[config.mk]
export PLATFORM = sky130hd
export DESIGN_NAME = seq_mult4_flat
export DESIGN_NICKNAME = d
export VERILOG_FILES = /design/src/rtl/seq_mult4_pkg.sv /design/src/rtl/seq_mult4_if.sv /design/src/rtl/seq_mult4_fulladder4b.sv /design/src/rtl/seq_mult4.sv /design/src/flat_wrapper.sv
export SDC_FILE = /design/constraint.sdc
export NUM_CORES = 1
export LEC_CHECK = 0
export ABC_AREA = 1
export BUFFER_PORTS_ARGS = -buffer_cell sky130_fd_sc_hd__buf_2
export CAP_MARGIN = 20
export CORE_MARGIN = 10
export CORE_UTILIZATION = 54
export DETAILED_ROUTE_END_ITERATION = 7
export GPL_TIMING_DRIVEN = 0
export PLACE_DENSITY = 0.81
export SKIP_CTS_REPAIR_TIMING = 1
export SYNTH_ARGS = -nofsm -noshare
export SYNTH_HDL_FRONTEND = slang
export SYNTH_SLANG_ARGS = --single-unit
[constraint.sdc]
create_clock -name clk -period 4.47 [get_ports clk]
set_input_delay 0.2235 -clock clk [delete_from_list [all_inputs] [get_ports clk]]
set_output_delay 0.2235 -clock clk [all_outputs]
set_load 0.03 [all_outputs]
[src/rtl/seq_mult4_pkg.sv]
// Shared widths and FSM encoding for the seq_mult4 sequential multiplier.
package seq_mult4_pkg;

    localparam int unsigned W     = 4;
    localparam int unsigned PW    = 8;
    localparam int unsigned ITERS = 4;
    localparam int unsigned CW    = 2;

    typedef enum logic [1:0] {
        IDLE = 2'd0,
        CALC = 2'd1,
        DONE = 2'd2
    } state_t;

endpackage

[src/rtl/seq_mult4_if.sv]
// Operand/result handshake bundle between an upstream requester and seq_mult4.
interface seq_mult4_if;
    import seq_mult4_pkg::*;

    logic          start;
    logic [W-1:0]  a;
    logic [W-1:0]  b;
    logic          busy;
    logic          done;
    logic [PW-1:0] product;

    modport master (output start, output a, output b,
                    input busy, input done, input product);
    modport slave  (input start, input a, input b,
                    output busy, output done, output product);

endinterface

[src/rtl/seq_mult4_fulladder4b.sv]
// fulladder4b: 4-bit ripple-carry adder reused as the multiplier's accumulator adder.
module fulladder4b (
    input  logic [3:0] a,
    input  logic [3:0] b,
    input  logic       cin,
    output logic [3:0] sum,
    output logic       carry
);

    logic [4:0] c;

    // Ripple the carry bit by bit through four full-adder cells.
    always_comb begin
        c    = '0;
        sum  = '0;
        c[0] = cin;
        for (int i = 0; i < 4; i++) begin
            sum[i]   = a[i] ^ b[i] ^ c[i];
            c[i+1]   = (a[i] & b[i]) | (c[i] & (a[i] ^ b[i]));
        end
        carry = c[4];
    end

endmodule

[src/rtl/seq_mult4.sv]
// seq_mult4: 4x4 unsigned shift-and-add multiplier, one adder pass per cycle.
// Optional feature: define SEQ_MULT4_ZERO_BYPASS_EN to skip CALC when an operand is zero.
module seq_mult4
    import seq_mult4_pkg::*;
(
    input  logic      clk,
    input  logic      rst,
    seq_mult4_if.slave bus
);

    state_t        state_q, state_n;
    logic [W-1:0]  mcand_q, mcand_n;
    logic [PW-1:0] p_q, p_n;
    logic [CW-1:0] cnt_q, cnt_n;
    logic          busy_q, done_q;
    logic [W-1:0]  add_sum;
    logic          add_carry;

    fulladder4b u_add (
        .a     (p_q[PW-1:W]),
        .b     (mcand_q),
        .cin   (1'b0),
        .sum   (add_sum),
        .carry (add_carry)
    );

    // Next-state and datapath update: accept in IDLE, shift/add in CALC, one-cycle DONE.
    always_comb begin
        state_n = state_q;
        mcand_n = mcand_q;
        p_n     = p_q;
        cnt_n   = cnt_q;
        case (state_q)
            IDLE: begin
                if (bus.start) begin
                    mcand_n = bus.a;
                    p_n     = {W'(0), bus.b};
                    cnt_n   = '0;
                    state_n = CALC;
`ifdef SEQ_MULT4_ZERO_BYPASS_EN
                    if ((bus.a == '0) || (bus.b == '0)) begin
                        p_n     = '0;
                        state_n = DONE;
                    end
`endif
                end
            end
            CALC: begin
                if (p_q[0]) begin
                    p_n = {add_carry, add_sum, p_q[W-1:1]};
                end else begin
                    p_n = {1'b0, p_q[PW-1:1]};
                end
                cnt_n = cnt_q + CW'(1);
                if (cnt_q == CW'(ITERS - 1)) begin
                    state_n = DONE;
                end
            end
            DONE: begin
                state_n = IDLE;
            end
            default: begin
                state_n = IDLE;
            end
        endcase
    end

    // State, datapath and registered status flags; reset aborts any operation.
    always_ff @(posedge clk) begin
        if (rst) begin
            state_q <= IDLE;
            mcand_q <= '0;
            p_q     <= '0;
            cnt_q   <= '0;
            busy_q  <= 1'b0;
            done_q  <= 1'b0;
        end else begin
            state_q <= state_n;
            mcand_q <= mcand_n;
            p_q     <= p_n;
            cnt_q   <= cnt_n;
            busy_q  <= (state_n == CALC);
            done_q  <= (state_n == DONE);
        end
    end

    assign bus.busy    = busy_q;
    assign bus.done    = done_q;
    assign bus.product = p_q;

endmodule

[src/flat_wrapper.sv]
// flat-port wrapper written by rule: the top's interface ports become plain ports
module seq_mult4_flat import seq_mult4_pkg::*;
  (clk, rst, bus_start, bus_a, bus_b, bus_busy, bus_done, bus_product);
  seq_mult4_if bus_i ();
  input  logic clk;
  input  logic rst;
  input wire logic [$bits(bus_i.start)-1:0] bus_start;
  input wire logic [$bits(bus_i.a)-1:0] bus_a;
  input wire logic [$bits(bus_i.b)-1:0] bus_b;
  output wire logic [$bits(bus_i.busy)-1:0] bus_busy;
  output wire logic [$bits(bus_i.done)-1:0] bus_done;
  output wire logic [$bits(bus_i.product)-1:0] bus_product;
  assign bus_i.start = bus_start;
  assign bus_i.a = bus_a;
  assign bus_i.b = bus_b;
  assign bus_busy = bus_i.busy;
  assign bus_done = bus_i.done;
  assign bus_product = bus_i.product;
  seq_mult4 u_core (.clk(clk), .rst(rst), .bus(bus_i));
endmodule
# Yosys cells after proc, flatten, opt, wreduce, memory -nomap -nowiden
# Index checks and enable logic that the tools add are counted.
[word_totals]
input_bits = 11
elab_cells = 41
ff_bits = 18
out_inout_bits = 10
[classes]
bitwise = 17
reduce_logical = 4
mux = 8
n_eq_ne = 5
add_sub_neg = 1
[ops]
columns = ["operator", "n"]
rows = [
  ["$mux W8", 2],
  ["$pmux W8 S2", 1],
  ["$pmux W2 S2", 2],
  ["$and A1 B1 Y1", 7],
  ["$xor A1 B1 Y1", 7],
  ["$mux W2", 3],
  ["$eq A2 B1 Y1 const B", 2],
  ["$eq A2 B2 Y1 const B", 2],
  ["$reduce_and A2 Y1", 2],
  ["$or A1 B1 Y1", 3],
  ["$add A2 B1 Y2 const B", 1],
  ["$logic_not A2 Y1", 1],
  ["$ne A2 B2 Y1 const B", 1],
  ["$reduce_bool A2 Y1", 1],
]

# Logic depth before layout (Yosys ltp)
[logic_depth]
depth_word = 9
mapped_depth = 10
mapped_depth_nobuf = 10

# By module
# A second synthesis with hierarchy kept.
[unflattened]
cells_unflattened = 113
hier_area_um2 = 890.9
[by_module_without_submodules]
columns = ["mod", "area_each_um2", "seq_area_each_um2", "cells_each", "instances"]
rows = [
  ["seq_mult4", 773.2, 360.3, 99, 1],
  ["fulladder4b", 117.6, 0.0, 14, 1],
]

# Worst setup path after synthesis
# OpenSTA, ideal clock, no wires.
[synth_timing]
kind = "reg-to-reg"
startpoint = "register u_core.p_q[4], in the netlist u_core.bus.product[4]"
endpoint = "register u_core.p_q[6], in the netlist u_core.bus.product[6]"
period_less_slack_ps = 2080
slack_ps = 2390
stages_incl_launch_ff = 11
n_path_buf = 0
setup_ps = 132
t_required_ps = 4338
t_arrival_ps = 1948
cell_sequence = "dfxtp_1 ha_1 fa_1 inv_1 fa_1 inv_1 fa_1 nand2_1 nand2_1 nand2_1 a21oi_1"
[synth_between]
elab_chain_len = 8
[synth_lines]
columns = ["element", "line", "text"]
rows = [
  ["from (decl)", "seq_mult4.sv:13", "logic [PW-1:0] p_q, p_n;"],
  ["from (signal assigned)", "seq_mult4.sv:80", "p_q <= p_n;"],
  ["$and A1 B1 Y1 (2 in series)", "seq_mult4_fulladder4b.sv:19", "c[i+1] = (a[i] & b[i]) | (c[i] & (a[i] ^ b[i]));"],
  ["$or A1 B1 Y1", "seq_mult4_fulladder4b.sv:19", ""],
  ["$and A1 B1 Y1", "seq_mult4_fulladder4b.sv:19", ""],
  ["$or A1 B1 Y1", "seq_mult4_fulladder4b.sv:19", ""],
  ["$xor A1 B1 Y1", "seq_mult4_fulladder4b.sv:18", "sum[i] = a[i] ^ b[i] ^ c[i];"],
  ["$mux W8", "seq_mult4.sv:49", "if (p_q[0]) begin"],
  ["$pmux W8 S2", "seq_mult4.sv:33", "case (state_q)"],
]
# Every way passes these cells.
# A chain may end at the register's enable or synchronous reset.

# Worst setup path after layout
# Same ends and word-level chain as after synthesis.

==> flow_metrics.py <==
metrics = {
    "run_status": {
        "status": "finished clean",
    },
    "global_routing": {
        "grt_pass1_wl_microns": 3120,
        "grt_max_degree": 11,
        "grtUsageTotal": 0.111,
        "grt_pass1_vias": 738,
        "antenna_found_initial": 0,
        "gr-total-overflow": 0,
    },
    "layout": {
        "multi_input_area_sq_um": 414,
        "nNetsFinal": 151,
        "drive_above_1_share": 0.233,
        "fillers": 134,
        "final_core_util": 0.657,
        "regArea_sq_um": 360,
        "antenna_cells": 0,
        "area_delta_synth_final_pct": 17.1,
    },
    "setup_path": {
        "critPathMaxStageDelay_ns": 0.47,
        "rrSetupSlack_ns": 2.44,
        "endpoint_kind": "flip-flop",
        "reg2reg_from": "u_core.bus.product[4]",
        "path_delay_family": "adder cells",
        "critPathBufInv": 2,
        "r2r_end": "u_core.bus.product[6]",
        "reg2reg_depth": 10,
        "start_kind": "flip-flop",
        "crit_required_ns": 4.69,
        "crit_path_top_delay_cell": "fa_1",
        "crit_start": "u_core.bus.product[4]",
        "path_cells": "ha_1, fa_1, inv_1, fa_1, inv_1, fa_1, nand2_1, nand2_1, nand2_1, a21oi_1",
        "arrival_ns": 2.25,
        "path_max_fanout": 4,
        "critical_path_class": "reg -> reg",
    },
    "power_and_ir_drop": {
        "seq_power_share": 0.583,
        "p_int_mw": 0.218,
        "leakagePower_nw": 0.487,
        "clkPwrFrac": 0.253,
        "p_sw_mw": 0.0850,
        "power_frac_comb": 0.164,
        "ir_worst_vdd_mv": 0.267,
        "p_per_area_mw_per_mm2": 309,
        "switching_share": 0.281,
    },
    "clock_network": {
        "cts.sinks": 18,
        "cts_inserted_buffers": 3,
        "cts_buffer_depth": 2,
        "cts_max_level": 1,
        "clk_pin_slew_ns": 0.09,
        "cts_root_buffer": "clkbuf_4",
        "clock_latency_ns": 0.29,
        "cts_tree": "done",
    },
    "sta": {
        "fin_skew_ns": 0.00159,
        "hold_ws_ns": 0.175,
        "fmax_mhz": 493,
        "report.final.slew_viol_count": 0,
        "fin_crit_sh": 0.454,
        "final-hold-violation-count": 0,
        "slew_headroom": 0.711,
        "setup_tns_ns": 0,
        "min_period_ns": 2.03,
        "setup_viol": 0,
        "tightest_slew_ns": 0.434,
        "rsz0062_at_grt": "no",
    },
    "die": {
        "die_y_microns": 59.3,
        "rows": 14,
        "dieArea_sq_mm": 0.00352,
        "io_pins": 21,
        "initial_core_util": 0.561,
        "die_w_microns": 59.3,
        "core_region_area_sq_mm": 0.00149,
    },
    "synth": {
        "synth_cell_types": 19,
        "yosys.area.top_type": "dfxtp_1",
        "synth_top_family_by_area": "simple AND/OR/NAND/NOR gates",
        "ys.warnings.count": 0,
        "syn_inst": 110,
        "synth_top_area_share": 0.431,
        "synth_fa_ha_area_frac": 0.102,
        "ys_seq_elements": 18,
        "synth_xor_area_frac": 0,
        "syn-num-nets": 126,
        "ys_seq_area_frac": 0.431,
        "syn_area_per_cell_sq_um": 7.60,
        "syn_area_sq_um": 836,
        "yosys-top-cells-area": "dfxtp_1 43%, nand2_1 13%, fa_1 7.2%, nor2_1 6.3%, a21oi_1 5.4%",
        "synthSimpleGateAreaFrac": 0.281,
        "muxShareOfSynthArea": 0,
        "synth_compound_area_frac": 0.112,
    },
    "detailed_routing": {
        "via_per_inst": 5.12,
        "antenna_left": 0,
        "vias": 763,
        "drt_iter0_drc": 7,
        "avgRoutedWirePerCell_microns": 11.7,
        "routed_wl_microns": 1740,
        "dr.pass1.iters": 6,
        "drc": 0,
    },
    "run": {
        "cap_viol_max_count": 0,
    },
    "min_path": {
        "whs_endpoint": "u_core.mcand_q[0]",
        "min_path_type": "in -> reg",
        "hp-start": "bus_a[0]",
        "min_path_cells": 3,
    },
    "placed_design": {
        "place_congestion": 0.788,
        "io_buffer_count": 20,
        "dp_hpwl_microns": 1410,
    },
}
-- through the flow --
step           cells  worst slack, ns  instance area [sq um]  power [mW]
4_1_cts          149             2.44                    978       0.305
3_3_place_gp     146             2.51                    956       0.228
5_1_grt          149             2.27                    978       0.321
3_5_place_dp     146             2.46                    956       0.230
2_1_floorplan    110             2.39                    836       0.214
6_report         149             2.44                    978       0.303
-- worst reg2reg max path, cell delays in order, from the launching register on --
cell and delay, ns:
dfxtp_1 0.34, ha_1 0.22, fa_1 0.37, inv_1 0.07, fa_1 0.15, inv_1 0.05
fa_1 0.47, nand2_1 0.05, nand2_1 0.07, nand2_1 0.04, a21oi_1 0.13
-- worst max path at each step --
stage | endpoint | cells after the start
after floorplan | u_core.bus.product[6] | 10
after global placement | u_core.bus.product[6] | 10
after detailed placement | u_core.bus.product[6] | 10
after CTS | u_core.bus.product[6] | 10
after global routing | u_core.bus.product[6] | 10
final | u_core.bus.product[6] | 10
-- routing by layer --
| layer | routed length (microns) | global-route usage | vias to the layer above | share of wire |
|---|---|---|---|---|
| met5 | 0 | 0 | - | 0 |
| met4 | 38 | 0.0492 | 0 | 0.022 |
| met3 | 72 | 0.0279 | 5 | 0.041 |
| li1 | - | - | 392 | - |
| met1 | 824 | 0.141 | 348 | 0.47 |
| met2 | 810 | 0.171 | 18 | 0.46 |
-- final cells by class --
cell class / instances / area share
Clock buffer: 3 / 0.0230
Timing Repair Buffer: 20 / 0.102
Sequential cell: 18 / 0.368
Inverter: 14 / 0.0588
Tap cell: 16 / 0.0205
Multi-Input combinational cell: 77 / 0.423
Buffer: 1 / 0.00384
-- registers in the layout, indices dropped and copies added, names as in the netlist --
| name | flops |
|---|---|
| u_core.bus.done | 1 |
| u_core.mcand_q | 4 |
| u_core.bus.busy | 1 |
| u_core.cnt_q | 2 |
| u_core.bus.product | 8 |
| u_core.state_q | 2 |
-- power groups by stage --
stage	registers (mW)	logic, mW	clock network (mW)
after floorplan	0.186	0.0274	0
after global placement	0.180	0.0488	0
after detailed placement	0.180	0.0499	0
after CTS	0.176	0.0501	0.0782
after global routing	0.178	0.0566	0.0866
final	0.176	0.0495	0.0767
-- synthesized netlist by cell type (all sizes together) --
master   n
a211oi   2
a21oi    9
clkbuf   1
dfxtp   18
fa       3
ha       2
inv     14
nand2   33
nand3    7
nor2    15
o21ai    6
-- cells by family (layout without fill, tap and decap cells) --
group / count (synthesis) / in the layout
AOI/OAI and AO/OA: 17 / 17
adders and majority gates: 5 / 5
buffers and inverters: 15 / 38
and+or+nand+nor: 55 / 55
DFF: 18 / 18
-- cell usage in the layout, fill, tap and decap left out, types with 2 or more instances in the layout --
cell,Yosys,layout
o21ai_0,4,4
inv_1,12,12
nand2_1,30,30
dfxtp_1,18,18
a211oi_1,2,2
clkbuf_4,0,3
nand3_1,6,6
nand2_2,2,2
nor2_1,14,14
buf_2,0,20
a21oi_1,9,9
ha_1,2,2
fa_1,3,3
Power figures use the tool's default switching activity.
